## config.mk

```make
export PLATFORM = sky130hd
export DESIGN_NAME = multiword_add_sequencer
export DESIGN_NICKNAME = d
export VERILOG_FILES = /design/src/rtl/multiword_add_sequencer_pkg.sv /design/src/rtl/multiword_add_sequencer_add8_slice.sv /design/src/rtl/multiword_add_sequencer.sv
export SDC_FILE = /design/constraint.sdc
export NUM_CORES = 1
export LEC_CHECK = 0
export ABC_AREA = 1
export BUFFER_PORTS_ARGS = -buffer_cell sky130_fd_sc_hd__buf_2
export CAP_MARGIN = 40
export CORE_ASPECT_RATIO = 0.75
export CORE_MARGIN = 1.5
export CORE_UTILIZATION = 54
export DETAILED_ROUTE_END_ITERATION = 10
export GPL_TIMING_DRIVEN = 0
export PLACE_DENSITY = 0.81
export SYNTH_ARGS = -nofsm -noshare
export SYNTH_HDL_FRONTEND = slang
export SYNTH_SLANG_ARGS = --single-unit
```

## constraint.sdc

```tcl
create_clock -name clk -period 3.7 [get_ports clk]
set_input_delay 0.185 -clock clk [delete_from_list [all_inputs] [get_ports clk]]
set_output_delay 0.185 -clock clk [all_outputs]
set_load 0.03 [all_outputs]
```

## src/rtl/multiword_add_sequencer_pkg.sv

```systemverilog
// Shared types and constants for the multi-word add sequencer.
package multiword_add_sequencer_pkg;

  typedef enum logic [1:0] {
    IDLE = 2'd0,
    RUN  = 2'd1,
    DONE = 2'd2
  } state_t;

  localparam int WORDS_MIN = 2;
  localparam int WORDS_MAX = 16;

  // Width of the byte index register: clog2(n), at least one bit.
  function automatic int idx_width(input int n);
    int w;
    w = 1;
    for (int i = 1; i < 8; i++) begin
      if ((1 << w) < n) begin
        w = w + 1;
      end else begin
        w = w;
      end
    end
    return w;
  endfunction

endpackage

```

## src/rtl/multiword_add_sequencer_add8_slice.sv

```systemverilog
// Combinational 8-bit adder slice; c7 exposes the carry into bit 7 for overflow detection.
module add8_slice
  import multiword_add_sequencer_pkg::*;
(
  input  logic [7:0] a,
  input  logic [7:0] b,
  input  logic       ci,
  output logic [7:0] s,
  output logic       co,
  output logic       c7
);

  logic [7:0] low_s;

  assign low_s = {1'b0, a[6:0]} + {1'b0, b[6:0]} + {7'd0, ci};
  assign c7    = low_s[7];
  assign s     = {a[7] ^ b[7] ^ c7, low_s[6:0]};
  assign co    = (a[7] & b[7]) | (c7 & (a[7] ^ b[7]));

endmodule

```

## src/rtl/multiword_add_sequencer.sv

```systemverilog
// Byte-serial WORDS x 8-bit adder sequencer with valid/ready request and result handshakes.
// Define ADD_OVF_EN to add the signed-overflow output ovf.
module multiword_add_sequencer
  import multiword_add_sequencer_pkg::*;
#(
  parameter int WORDS = 4
) (
  input  logic               clk,
  input  logic               rst,
  input  logic               start_valid,
  output logic               start_ready,
  input  logic [8*WORDS-1:0] op_a,
  input  logic [8*WORDS-1:0] op_b,
  input  logic               c_in,
  output logic               res_valid,
  input  logic               res_ready,
  output logic [8*WORDS-1:0] sum,
  output logic               c_out,
`ifdef ADD_OVF_EN
  output logic               ovf,
`endif
  output logic               busy
);

  localparam int W  = 8 * WORDS;
  localparam int IW = idx_width(WORDS);

  state_t          state_r;
  state_t          next_state_s;
  logic [W-1:0]    a_r;
  logic [W-1:0]    b_r;
  logic            carry_r;
  logic [IW-1:0]   idx_r;
  logic            last_s;
  logic [7:0]      byte_sum_s;
  logic            byte_co_s;

  assign last_s      = (idx_r == IW'(WORDS - 1));
  assign start_ready = (state_r == IDLE);
  assign res_valid   = (state_r == DONE);
  assign busy        = (state_r != IDLE);

  // Operands are shifted down a byte per step, so the slice always sees byte idx in [7:0].
`ifdef ADD_OVF_EN
  logic byte_c7_s;
  add8_slice u_slice (
    .a  (a_r[7:0]),
    .b  (b_r[7:0]),
    .ci (carry_r),
    .s  (byte_sum_s),
    .co (byte_co_s),
    .c7 (byte_c7_s)
  );
`else
  logic byte_c7_unused;
  add8_slice u_slice (
    .a  (a_r[7:0]),
    .b  (b_r[7:0]),
    .ci (carry_r),
    .s  (byte_sum_s),
    .co (byte_co_s),
    .c7 (byte_c7_unused)
  );
`endif

  // State register.
  always_ff @(posedge clk or posedge rst) begin
    if (rst) begin
      state_r <= IDLE;
    end else begin
      state_r <= next_state_s;
    end
  end

  // Next-state decode.
  always_comb begin
    next_state_s = state_r;
    case (state_r)
      IDLE:    if (start_valid) next_state_s = RUN;  else next_state_s = IDLE;
      RUN:     if (last_s)      next_state_s = DONE; else next_state_s = RUN;
      DONE:    if (res_ready)   next_state_s = IDLE; else next_state_s = DONE;
      default: next_state_s = IDLE;
    endcase
  end

  // Datapath: capture on accept, one byte per RUN cycle, hold through DONE.
  always_ff @(posedge clk or posedge rst) begin
    if (rst) begin
      a_r     <= '0;
      b_r     <= '0;
      carry_r <= 1'b0;
      idx_r   <= '0;
      sum     <= '0;
      c_out   <= 1'b0;
`ifdef ADD_OVF_EN
      ovf     <= 1'b0;
`endif
    end else begin
      case (state_r)
        IDLE: begin
          if (start_valid) begin
            a_r     <= op_a;
            b_r     <= op_b;
            carry_r <= c_in;
            idx_r   <= '0;
            sum     <= '0;
`ifdef ADD_OVF_EN
            ovf     <= 1'b0;
`endif
          end
        end
        RUN: begin
          for (int k = 0; k < WORDS; k++) begin
            if (idx_r == IW'(k)) begin
              sum[k*8 +: 8] <= byte_sum_s;
            end
          end
          carry_r <= byte_co_s;
          a_r     <= a_r >> 4'd8;
          b_r     <= b_r >> 4'd8;
          if (last_s) begin
            c_out <= byte_co_s;
`ifdef ADD_OVF_EN
            ovf   <= byte_c7_s ^ byte_co_s;
`endif
          end else begin
            idx_r <= idx_r + IW'(1);
          end
        end
        DONE: begin
          carry_r <= carry_r;
        end
        default: begin
          carry_r <= 1'b0;
        end
      endcase
    end
  end

endmodule

```

==> impl_metrics.tcl, run 1 <==
set metrics [dict create \
    holdBufCountCts 1 \
    route.detailed.drc 0 \
    drtAntennaViolNets 0 \
    grt_pass1_wl_um 19120 \
    crit_slowest_cell "fa_1" \
    synthesis.area_um2 4746 \
    cts_setup_buffers 0 \
    finalClockSkew_ns 0.009399 \
    synth_edf_count 0 \
    nNetsFinal 761 \
    cp_cell_sequence "ha_1, or2_2, nand3_1, nand2_1, nand2_1, nand2_1, a21oi_1, fa_1, nor2_1, nand2_1, nand2_1" \
    outcome "finished, final reports clean" \
    synth_fa_ha_area_share_pct 3.902 \
    place_hpwl_um 8645 \
    cts_root_buffer "clkbuf_16" \
    drtPass1Iterations 5 \
    cts_tree "built" \
    mostFrequentLayoutCell "nand2_1" \
    rows 29 \
    finalHoldViolations 0 \
    final-max-slew-violation-count 0 \
    rsz0062_at_grt "false" \
    drive_above_1_share_pct 23.54 \
    cts_buffers 9 \
    n_antenna_cell 0 \
    ys_warn_count 0 \
    setup_viol 0 \
    post_cts_resized 0 \
    synth_area_leader_cell "dfrtp_1" \
    required_ns 3.99 \
    syn_inst 563 \
    clock_path_buffers 2 \
    areaGrowthSynthToFinish_pct 21.70 \
    vias 4293 \
    drv_cap 0 \
    setup_tns_ns 0 \
    p_leak_nw 3.059 \
    antenna_found_initial 0 \
    gp_congestion 0.8436 \
    htree_levels 3 \
    synthTopCellsByArea "dfrtp_1, nand2_1, a31oi_1, nand3_1, nor2_1" \
    worst_path_largest_cell_delay_ns 0.45 \
    ir_worst_vdd_uv 473.1 \
    finalCoreUtilization_pct 68.02 \
    slew_headroom_pct 65.10 \
    grt_pass1_vias 4065 \
    synth_ff_type "dfrtp_1" \
    fp.dieW_um 111.3 \
    grt_start_max_net_pins 64 \
    synth_top_family_by_area "simple AND/OR/NAND/NOR gates" \
    drt_iter0_markers 245 \
    critPathCaptureType "flip-flop" \
    die-area_um2 9366 \
    wl_per_cell_um 14.82 \
    layout_common_cells "nand2_1, buf_2, dfrtp_1" \
    crit_fanout 5 \
    synth_xor_area_share_pct 0 \
    worst_slew_pin_slew_ns 0.5234 \
    muxShareOfSynthArea_pct 0.2373 \
    die_h_um 84.19 \
    synth_seq_cells 102 \
    wl_um 11730 \
    fmax_mhz 373.2 \
    start_kind "flip-flop" \
    post-route-period-util_pct 72.43 \
    synth_compound_area_share_pct 10.36 \
    syn_nets 645 \
    async_reset_ff_share_pct 100.0 \
    layout_min_cycle_time_ns 2.680 \
    start_util_pct 55.89 \
    arrival_ns 2.97 \
    power.total_w 0.005812 \
    hold_class "input port to flip-flop" \
    grt.total_usage_pct 25.59 \
    yosys.area_share.simple_pct 25.28 \
    numClockSinks 102 \
    io_pins 105 \
    via_per_inst 5.420 \
    critPathKind "flip-flop to flip-flop" \
    synth_cell_types 25 \
    numPortBuffers 103 \
    core_um2 8491 \
    crit_top_cell "nand2_1" \
    syn_avg_cell_area_um2 8.429 \
    grt_overflow_total 0 \
    worstSkewPairLatency_ns 0.35 \
    ys_seq_area_share_pct 53.78 \
    synth_top_area_share_pct 53.78 \
    power-per-cell-area_nw_per_um2 1006 \
    clk_pin_slew_ns 0.07 \
]
-- worst max-delay path, delay by kind of cell, from the launching register on --
kind,cells,cell delay (ns)
AND/OR/NAND/NOR,8,1.22
adder cells (fa/ha/maj),2,0.78
flip-flops,1,0.39
AO/OA/AOI/OAI,1,0.22
-- logic make-up (layout without fill, tap and decap cells) --
group | count (synthesis) | count (layout)
adder cells (fa/ha/maj) | 13 | 13
flip-flops | 102 | 102
buffers and inverters | 66 | 187
AND/OR/NAND/NOR | 295 | 295
multiplexers | 1 | 1
AO/OA/AOI/OAI | 86 | 86
-- area by class of cell --
class	instances	area, um^2
plain buffers	28	162.7
clock buffers	10	229.0
clock inverters	6	110.1
fillers	701	2715
inverters	38	145.1
multi-input cells	395	1888
flip-flops and latches	102	2552
well taps	108	135.1
repair buffers	105	553.0
-- routing by layer --
layer | track usage, % | wire length (um)
met5 | 0 | 0
met4 | 7.940 | 148
met3 | 5.199 | 798
met2 | 40.60 | 5522
met1 | 36.09 | 5266
-- path summary, 6_finish.rpt --
kind                            startpoint    endpoint  slack (ns)  cells after the start
worst min register to register     sum[16]     sum[16]        0.47                      2
worst max register to register      a_r[2]     sum[23]        1.02                     11
worst min-delay path             res_ready  state_r[1]        0.04                      2
min in group asynchronous              rst      b_r[8]        0.43                      3
worst max-delay path                a_r[2]     sum[23]        1.02                     11
max in group asynchronous              rst     b_r[23]        2.59                      4
-- metrics by stage --
stage          hold WS [ns]  std cells  worst slack (ns)  instance area [um^2]
2_1_floorplan        0.2816        563            0.8395                  4746
3_3_place_gp         0.3862        774           -0.2122                  5396
3_5_place_dp         0.2623        775             1.049                  5426
4_1_cts             0.03338        792             1.025                  5776
5_1_grt             0.03223        792            0.8728                  5776
6_report            0.03679        792             1.020                  5776
-- where the power goes --
group	internal, W	leakage [nW]	total [W]	switching [W]
clock	0.000660	0.159	0.00107	0.000413
combinational	0.000933	1.61	0.00287	0.00193
sequential	0.00160	1.29	0.00187	0.000268
-- synthesized netlist by cell type (2+ instances only) --
library cell / instances
nand2_2: 4
fa_1: 3
nand2_1: 197
o21ai_1: 9
a31oi_1: 36
dfrtp_1: 102
o21ai_0: 32
buf_4: 9
inv_2: 6
or2_2: 2
nor2_1: 44
buf_2: 13
clkbuf_1: 5
ha_1: 10
o21ai_2: 3
nand4_1: 8
nand3_1: 38
a21oi_1: 4
inv_1: 32
-- sequential cells by signal, summed over array words and instances, names as in the netlist --
signal / count
a_r: 32
state_r: 2
idx_r: 2
sum: 32
c_out: 1
b_r: 32
carry_r: 1
No activity file was read; power rests on OpenSTA's default activity.
==> run 2: changes to the inputs <==
==> constraint.sdc (replaced) <==
create_clock -name clk -period 2.75 [get_ports clk]
set_input_delay 0.1375 -clock clk [delete_from_list [all_inputs] [get_ports clk]]
set_output_delay 0.1375 -clock clk [all_outputs]
set_load 0.03 [all_outputs]
==> run 2 against run 1 <==
  * Sequential power is 34% higher
  * First-iteration DRC count increased by 20%
  * Clock power rose by 24%
  * Global-route usage is 0.39 points higher
  * Sequential share of layout area barely moved
  * Flip-flop and latch count unchanged
  * Clock skew grew 0.0018 ns
  * Highest routed layer unchanged
  * Critical path depth unchanged
  * Power rose by 33%
  * Largest cell class unchanged
  * Register-to-register slack got worse by 0.78 ns
  * Hold slack got worse by 0.023 ns
==> impl_metrics.tcl, run 2 (synthesis gave the netlist of run 1 again) <==
set metrics [dict create \
    outcome "finished, final reports clean" \
    clkPwrFrac_pct 17.2 \
    clk_pin_slew_ns 0.08 \
    drtAntennaViolNets 0 \
    worstReg2RegEnd "sum[15]" \
    wl_met1_um 5194 \
    antenna_found_initial 0 \
    crit_fanout 5 \
    critPathBufInv 0 \
    rows 29 \
    core_um2 8491 \
    reg.largest.list "a_r: 32 flops, b_r: 32 flops, sum: 32 flops" \
    startpoint "a_r[2]" \
    p_int_w 0.004164 \
    required_ns 3.03 \
    wl_um 11720 \
    clock_path_buffers 2 \
    cts_buffers 9 \
    numClockSinks 102 \
    fill_cells 703 \
    power-per-cell-area_nw_per_um2 1342 \
    power.total_w 0.007753 \
    critPathCaptureType "flip-flop" \
    cts_root_buffer "clkbuf_16" \
    slew_headroom_pct 54.78 \
    start_kind "flip-flop" \
    crit_top_cell "nand2_1" \
    reg2reg_from "a_r[2]" \
    setup_viol 0 \
    layout_min_cycle_time_ns 2.514 \
    layout_common_cells "nand2_1, buf_2, dfrtp_1" \
    seqPwrFrac_pct 32.4 \
    drv_cap 0 \
    dr_wl_met3_um 791 \
    reg2regPathDepth 11 \
    crit_family "simple AND/OR/NAND/NOR gates" \
    via_per_inst 5.480 \
    mostFrequentLayoutCell "nand2_1" \
    cp.depth 11 \
    io_pins 105 \
    grt.total_usage_pct 25.98 \
    final-seq-area_um2 2552 \
    nNetsFinal 763 \
    worst_slew_pin_slew_ns 0.6769 \
    drive_above_1_share_pct 24.05 \
    endpoint "sum[15]" \
    hold_depth 3 \
    post-route-period-util_pct 91.42 \
    crit_slowest_cell "fa_1" \
    numPortBuffers 103 \
    critPathKind "flip-flop to flip-flop" \
    finalHoldViolations 0 \
    swShare_pct 46.29 \
    start_util_pct 55.89 \
    combPwrFrac_pct 50.4 \
    cp_cell_sequence "ha_1, or2_2, nand3_1, nand2_1, nand2_1, nand2_1, a21oi_2, fa_1, nor2_2, nand2_1, nand2_1" \
    drtPass1Iterations 5 \
    fmax_mhz 397.7 \
    hold_class "input port to flip-flop" \
    switching_power_w 0.003589 \
    grt_pass1_wl_um 19640 \
    finalClockSkew_ns 0.01118 \
    wl_per_cell_um 14.77 \
    setup_tns_ns 0 \
    grt_pass1_vias 4230 \
    rsz0062_at_grt "false" \
    whs_ns 0.01399 \
    htree_levels 3 \
    vias 4351 \
    arrival_ns 2.80 \
    worst_path_largest_cell_delay_ns 0.45 \
    final-max-slew-violation-count 0 \
    die-area_um2 9366 \
    fp.dieW_um 111.3 \
    highest_layer "met4" \
    dr_wl_met2_um 5564 \
    gp_congestion 0.8361 \
    worstSkewPairLatency_ns 0.35 \
    route.detailed.drc 0 \
    place_hpwl_um 8679 \
    cts_tree "built" \
    cts_setup_buffers 0 \
    ir_worst_vdd_uv 641.1 \
    grt_start_max_net_pins 41 \
    p_leak_nw 3.058 \
    multi_input_area_um2 1894 \
    die_h_um 84.19 \
    r2r_setup_slack_ns 0.24 \
    areaGrowthSynthToFinish_pct 21.75 \
    grt_overflow_total 0 \
    drt_iter0_markers 295 \
    n_antenna_cell 0 \
]
==> run 2: power groups by stage <==
stage	registers, W	clock network [W]	logic (W)
finish	0.00251	0.00133	0.00391
global route	0.00259	0.00141	0.00438
CTS	0.00251	0.00134	0.00386
detailed placement	0.00253	0	0.00382
global placement	0.00251	0	0.00366
floorplan	0.00282	0	0.00247
==> run 2: worst min-delay path: stages <==
cell and delay (ns):
buf_2 0.08, nand3_1 0.06, nand2_1 0.06
==> run 2: what timing repair did <==
item | in CTS | in global routing
gates resized for setup | 0 | 2
hold endpoints to repair | 31 | 0
endpoints found under the setup margin | 0 | 4
hold buffers | 2 | 0
==> run 2: final cells by class <==
type	instances	area share [%]
clock buffer	9	3.898
tap	108	2.339
inverter	38	2.534
sequential	102	44.18
multi-input combinational	395	32.78
clock inverter	7	1.494
timing repair buffer	107	9.961
buffer	28	2.815
==> run 2: worst min path at each step <==
stage	from	endpoint
5_1_grt	op_a[26]	a_r[26]
6_report	op_a[28]	a_r[28]
2_1_floorplan	res_ready	state_r[1]
3_3_place_gp	res_ready	state_r[1]
4_1_cts	op_a[28]	a_r[28]
3_5_place_dp	rst	b_r[25]
==> run 2: metal layers <==
| metal | up-vias | GRT usage, % |
|---|---|---|
| met5 | - | 0 |
| met4 | 0 | 7.250 |
| met3 | 21 | 6.137 |
| met2 | 181 | 41.10 |
| met1 | 2079 | 36.52 |
| li1 | 2070 | - |
==> run 2: per-stage QoR <==
stage	instance area, um^2	util [%]	worst slack [ns]	cells
after global routing	5778	68.05	0.04091	794
final	5778	68.05	0.2358	794
after floorplan	4750	-	0.5045	563
after CTS	5772	67.98	0.1310	794
after detailed placement	5440	64.07	0.1668	776
after global placement	5400	63.60	0.2250	774
